[src/rtl/kmp_pkg.sv]
// Shared types and defaults for the KMP search unit.
// Used by the LPS builder and the search stage.
package kmp_pkg;

    localparam int KMP_PAT_LEN = 4;
    localparam int KMP_AW      = 3;
    localparam int KMP_DW      = 8;

    typedef logic [KMP_DW-1:0] char_t;

    typedef enum logic [2:0] {
        ST_IDLE,
        ST_LOAD,
        ST_INIT,
        ST_COMPUTE,
        ST_DONE
    } state_t;

endpackage

[src/rtl/kmp_pat_buffer.sv]
// Pattern character buffer: one load port, two combinational
// read ports (text index i and prefix length len).
module kmp_pat_buffer
    import kmp_pkg::*;
#(
    parameter int PAT_LEN = KMP_PAT_LEN,
    parameter int AW      = KMP_AW,
    parameter int DW      = KMP_DW
) (
    input  logic          clk,
    input  logic          rst,
    input  logic          i_ld_en,
    input  logic [AW-1:0] i_ld_idx,
    input  logic [DW-1:0] i_ld_data,
    input  logic [AW-1:0] i_rd_a_idx,
    input  logic [AW-1:0] i_rd_b_idx,
    output logic [DW-1:0] o_rd_a_data,
    output logic [DW-1:0] o_rd_b_data
);

    localparam int IW = (PAT_LEN > 1) ? $clog2(PAT_LEN) : 1;

    logic [DW-1:0] r_mem [PAT_LEN];

    always_ff @(posedge clk) begin
        if (rst) begin
            for (int k = 0; k < PAT_LEN; k++) begin
                r_mem[k] <= '0;
            end
        end else if (i_ld_en) begin
            r_mem[IW'(i_ld_idx)] <= i_ld_data;
        end
    end

    assign o_rd_a_data = r_mem[IW'(i_rd_a_idx)];
    assign o_rd_b_data = r_mem[IW'(i_rd_b_idx)];

endmodule

[src/rtl/kmp_lps_builder.sv]
// Loads the pattern from ROM and builds the KMP failure (LPS)
// table, writing one entry per advancing cycle.
module kmp_lps_builder
    import kmp_pkg::*;
#(
    parameter int PAT_LEN = KMP_PAT_LEN,
    parameter int AW      = KMP_AW,
    parameter int DW      = KMP_DW
) (
    input  logic          clk,
    input  logic          rst,
    input  logic          start,
    output logic [AW-1:0] pat_addr,
    input  logic [DW-1:0] pat_data,
    output logic          lps_we,
    output logic [AW-1:0] lps_addr,
    output logic [AW-1:0] lps_wdata,
    output logic          busy,
    output logic          done
);

    localparam int              IW      = (PAT_LEN > 1) ? $clog2(PAT_LEN) : 1;
    localparam logic [AW-1:0]   LAST_I  = AW'(PAT_LEN - 1);
    localparam logic [AW:0]     LD_LAST = (AW+1)'(PAT_LEN);

    state_t        r_state;
    logic [AW:0]   r_ld_cnt;
    logic [AW-1:0] r_pat_addr;
    logic [AW-1:0] r_i;
    logic [AW-1:0] r_len;
    logic [AW-1:0] r_lps_addr;
    logic [AW-1:0] r_lps_wdata;
    logic          r_busy;
    logic          r_done;
    logic [AW-1:0] r_lps_sh [PAT_LEN];

    logic          w_ld_en;
    logic [AW-1:0] w_ld_idx;
    logic [DW-1:0] w_ch_i;
    logic [DW-1:0] w_ch_len;
    logic          w_eq;
    logic          w_adv;
    logic          w_we;
    logic [AW-1:0] w_waddr;
    logic [AW-1:0] w_wdata;
    logic [AW-1:0] w_len_inc;
    logic [AW-1:0] w_fb_len;

    kmp_pat_buffer #(
        .PAT_LEN (PAT_LEN),
        .AW      (AW),
        .DW      (DW)
    ) u_buf (
        .clk         (clk),
        .rst         (rst),
        .i_ld_en     (w_ld_en),
        .i_ld_idx    (w_ld_idx),
        .i_ld_data   (pat_data),
        .i_rd_a_idx  (r_i),
        .i_rd_b_idx  (r_len),
        .o_rd_a_data (w_ch_i),
        .o_rd_b_data (w_ch_len)
    );

    // The write strobe is decided from the registered i/len of the
    // current cycle so each entry lands in the cycle that computes it.
    always_comb begin
        w_ld_en   = (r_state == ST_LOAD) && (r_ld_cnt != '0);
        w_ld_idx  = AW'(r_ld_cnt - 1'b1);
        w_eq      = (w_ch_i == w_ch_len);
        w_len_inc = r_len + 1'b1;
        w_adv     = w_eq || (r_len == '0);
        w_fb_len  = r_lps_sh[IW'(r_len - 1'b1)];
        w_we      = 1'b0;
        w_waddr   = r_lps_addr;
        w_wdata   = r_lps_wdata;
        if (r_state == ST_INIT) begin
            w_we    = 1'b1;
            w_waddr = '0;
            w_wdata = '0;
        end else if (r_state == ST_COMPUTE && w_adv) begin
            w_we    = 1'b1;
            w_waddr = r_i;
            w_wdata = w_eq ? w_len_inc : '0;
        end
    end

    always_ff @(posedge clk) begin
        if (rst) begin
            r_state     <= ST_IDLE;
            r_ld_cnt    <= '0;
            r_pat_addr  <= '0;
            r_i         <= '0;
            r_len       <= '0;
            r_lps_addr  <= '0;
            r_lps_wdata <= '0;
            r_busy      <= 1'b0;
            r_done      <= 1'b0;
            for (int k = 0; k < PAT_LEN; k++) begin
                r_lps_sh[k] <= '0;
            end
        end else begin
            if (w_we) begin
                r_lps_addr  <= w_waddr;
                r_lps_wdata <= w_wdata;
            end
            case (r_state)
                ST_IDLE: begin
                    if (start) begin
                        r_state    <= ST_LOAD;
                        r_busy     <= 1'b1;
                        r_pat_addr <= '0;
                        r_ld_cnt   <= '0;
                    end
                end
                ST_LOAD: begin
                    if (r_ld_cnt == LD_LAST) begin
                        r_state <= ST_INIT;
                    end else begin
                        r_ld_cnt <= r_ld_cnt + 1'b1;
                        if ((r_ld_cnt + 1'b1) < LD_LAST) begin
                            r_pat_addr <= AW'(r_ld_cnt + 1'b1);
                        end
                    end
                end
                ST_INIT: begin
                    r_lps_sh[IW'(0)] <= '0;
                    r_i              <= AW'(1);
                    r_len            <= '0;
                    if (PAT_LEN > 1) begin
                        r_state <= ST_COMPUTE;
                    end else begin
                        r_state <= ST_DONE;
                        r_done  <= 1'b1;
                    end
                end
                ST_COMPUTE: begin
                    if (w_adv) begin
                        r_lps_sh[IW'(r_i)] <= w_wdata;
                        r_i                <= r_i + 1'b1;
                        r_len              <= w_eq ? w_len_inc : '0;
                        if (r_i == LAST_I) begin
                            r_state <= ST_DONE;
                            r_done  <= 1'b1;
                        end
                    end else begin
                        r_len <= w_fb_len;
                    end
                end
                ST_DONE: begin
                    r_done  <= 1'b0;
                    r_busy  <= 1'b0;
                    r_state <= ST_IDLE;
                end
                default: r_state <= ST_IDLE;
            endcase
        end
    end

    assign pat_addr  = r_pat_addr;
    assign lps_we    = w_we;
    assign lps_addr  = w_waddr;
    assign lps_wdata = w_wdata;
    assign busy      = r_busy;
    assign done      = r_done;

endmodule

[config.mk]
export PLATFORM = sky130hd
export DESIGN_NAME = kmp_lps_builder
export DESIGN_NICKNAME = d
export VERILOG_FILES = /design/src/rtl/kmp_pkg.sv /design/src/rtl/kmp_pat_buffer.sv /design/src/rtl/kmp_lps_builder.sv
export SDC_FILE = /design/constraint.sdc
export NUM_CORES = 1
export LEC_CHECK = 0
export CAP_MARGIN = 10
export CORE_MARGIN = 3
export CORE_UTILIZATION = 45
export CTS_BUF_LIST = sky130_fd_sc_hd__clkbuf_8
export DETAILED_ROUTE_END_ITERATION = 6
export SYNTH_ARGS = -nofsm -noshare
export SYNTH_HDL_FRONTEND = slang
export SYNTH_SLANG_ARGS = --single-unit
[constraint.sdc]
create_clock -name clk -period 3.41 [get_ports clk]
set_input_delay 0.682 -clock clk [delete_from_list [all_inputs] [get_ports clk]]
set_output_delay 0.682 -clock clk [all_outputs]
set_load 0.02 [all_outputs]
==> flow_metrics.tcl <==
set metrics [dict create \
    status "complete, no violations" \
    vias_per_cell 5.548 \
    p_leak_nw 1.639 \
    dpl_worst_slack_ps 26.51 \
    cp.required_ps 2730 \
    layout_worst_path_cycle_share_pct 97.17 \
    setup_violations 0 \
    ant_nets 0 \
    path_class "register to output port" \
    crit_fanout 8 \
    fin_skew_ps 9.294 \
    async_reset_ff_share_pct 0 \
    synth_edf_count 44 \
    cp.depth 10 \
    drc 0 \
    final_common_cell "edfxtp_1" \
    cap_viol_max_count 0 \
    wl_mm 8.037 \
    cp_top_family "multiplexers" \
    grt_pass1_vias 2617 \
    max-slew-margin-rel_pct 56.57 \
    rows 32 \
    powerDensity_nw_per_um2 391.1 \
    grt_usage_pct 18.53 \
    start_kind "register" \
    worst-path-buf-inv 4 \
    drive_gt1_share_pct 24.17 \
    worst_pin_slew_ps 649.0 \
    critPathMostFrequentCell "buf_4" \
    seq_area_frac_synth_pct 51.93 \
    syn_to_final_growth_pct 21.48 \
    finalHoldViolations 0 \
    cp.arrival_ps 2630 \
    die_h_um 95.74 \
    synth_area_leaders "edfxtp_1 36%, dfxtp_1 15%, mux4_2 12%" \
    cts-root-buf "clkbuf_8" \
    die-area_um2 9165 \
    synth_top_cell_by_area "edfxtp_1" \
    cts_tree "yes" \
    tns_ps 0 \
    yosys_register_bits 72 \
    r2r_slack_ps 180 \
    ir_drop_uv 242.5 \
    fin_util_pct 56.67 \
    cts.sinks 72 \
    timing.final.ws_setup_ps 96.48 \
    grt_overflow 0 \
    syn-cell-area_um2 3623 \
    syn-num-nets 322 \
    die_width_um 95.74 \
    path_clk_slew_ps 70 \
    start_util_pct 46.65 \
    final_cell_mix "44 x edfxtp_1, 33 x and2_1, 31 x buf_4" \
    period_needed_ps 3314 \
    syn_inst 305 \
    critPathSlowestCell "mux4_2" \
    drt-initial-drc-count 192 \
    holdWs_ps 461.7 \
    place.gp.congestion 0.8982 \
    grt_pass1_wl_mm 12.69 \
    antenna_found_initial 0 \
    dp_hpwl_mm 5.596 \
    clock_latency_ps 340 \
    path_cells "buf_12 > mux4_2 > xnor2_2 > nand4_1 > buf_4 > o21ai_4 > buf_4 > mux2i_1 > o21ai_0 > clkbuf_2" \
    drv_slew 0 \
    hold_buffers 0 \
    endpoint "lps_addr[2]" \
    core_area_um2 7767 \
    num-nets-final 372 \
    hp-class "register to register" \
    cts_buffers 9 \
    num_antenna_cells 0 \
    dr_total_vias 2563 \
    boundaryPins 23 \
    grt_max_degree 19 \
    yosysWarnings 0 \
    wl_per_cell_um 17.40 \
    r2r_cells 18 \
    yosysUniqueCellTypes 48 \
    fmax_mhz 301.8 \
    critPathMaxStageDelay_ps 530 \
    synthFlopType "edfxtp_1" \
    endpoint_kind "output port" \
    avgSynthCellArea_um2 11.88 \
    h-tree-depth 3 \
    yosys.area.top_type_share_pct 36.46 \
    final.fill_count 669 \
    io_buffers 22 \
    dr.pass1.iters 4 \
    clk_path_buf_depth 2 \
]
-- per-layer routing --
layer	up-vias	track usage, %	wire length (µm)
met5	-	0	0
met4	0	5.450	99
met3	8	5.786	402
met2	71	29.70	3854
met1	1254	24.22	3680
li1	1230	-	-
-- cell usage after synthesis (3+ instances only) --
cell       instances
clkbuf_1          11
o31ai_1            4
nand3_1            4
dfxtp_1           28
a2111oi_0          5
nor2_1            24
a31oi_1            3
nand4_1            7
ha_1               6
nand2_1           20
edfxtp_1          44
mux2i_1            6
and2_1            33
mux4_2            19
xnor2_1           11
a21oi_1            8
nor2b_1            4
inv_1             14
o21ai_0           14
nand2b_1           3
-- timing repair --
action                                  4_1_cts  5_1_grt
buffers inserted                             14        3
cloned                                        0        0
pin swaps                                     4        7
resized for setup                            18       18
hold endpoints to repair                      0        0
endpoints found under the setup margin        7        9
-- worst min path at each step --
stage	cells past startpoint	slack [ps]	start	to
after floorplan	2	440	r_lps_wdata[1]	r_lps_wdata[1]
after global placement	2	450	r_lps_wdata[1]	r_lps_wdata[1]
after detailed placement	2	450	done	done
after CTS	2	470	r_lps_wdata[1]	r_lps_wdata[1]
after global routing	2	490	r_lps_wdata[1]	r_lps_wdata[1]
final	2	460	r_lps_wdata[1]	r_lps_wdata[1]
-- worst register-to-register path: stages, from the launching register on --
cell and delay [ps]:
dfxtp_2 340, buf_12 140, mux4_2 530, xnor2_2 210
nand4_1 170, buf_4 170, buf_4 120, buf_4 120
buf_4 120, buf_4 120, buf_4 120, buf_4 120
buf_4 120, buf_4 120, buf_4 120, buf_4 120
nor3_2 160, a31oi_1 70, o32ai_2 150
-- state kept, by name (all words and copies together), names as in the netlist, named ones only --
signal and count:
busy 1, r_lps_sh 12, r_i 3, r_len 3, pat_addr 3, r_lps_addr 3, u_buf.r_mem 32, r_state 3
done 1, r_lps_wdata 3, r_ld_cnt 4
-- where the power goes --
group / leakage, nW / internal [W] / switching [W]
sequential: 0.682 / 0.000946 / 0.0000153
combinational: 0.847 / 0.0000603 / 0.0000626
clock: 0.109 / 0.000337 / 0.000301
total: 1.64 / 0.00134 / 0.000379
-- through the flow --
step	area, µm²	cells	total power, W
2_1_floorplan	3623	305	0.001037
3_3_place_gp	4063	433	0.001081
3_5_place_dp	4063	433	0.001084
4_1_cts	4400	463	0.001730
5_1_grt	4402	462	0.001778
6_report	4402	462	0.001722
-- kinds of logic after synthesis --
group                      after synthesis  share of synthesized area (%)
DFF                                     72                          51.93
muxes                                   25                          13.47
adders and majority gates                6                          2.072
and+or+nand+nor                        116                          17.92
xor gates and xnor gates                11                          2.659
AOI/OAI and AO/OA                       46                          8.391
buffers and inverters                   29                          3.557
-- layout make-up --
class	instances	area [µm²]	area share [%]
Timing Repair Buffer	54	461.7	10.49
Clock inverter	3	11.26	0.2558
Sequential cell	72	1884	42.81
Tap cell	102	127.6	2.899
Multi-Input combinational cell	204	1685	38.29
Clock buffer	13	178.9	4.065
Inverter	14	52.55	1.194
Power figures use the tool's default switching activity.
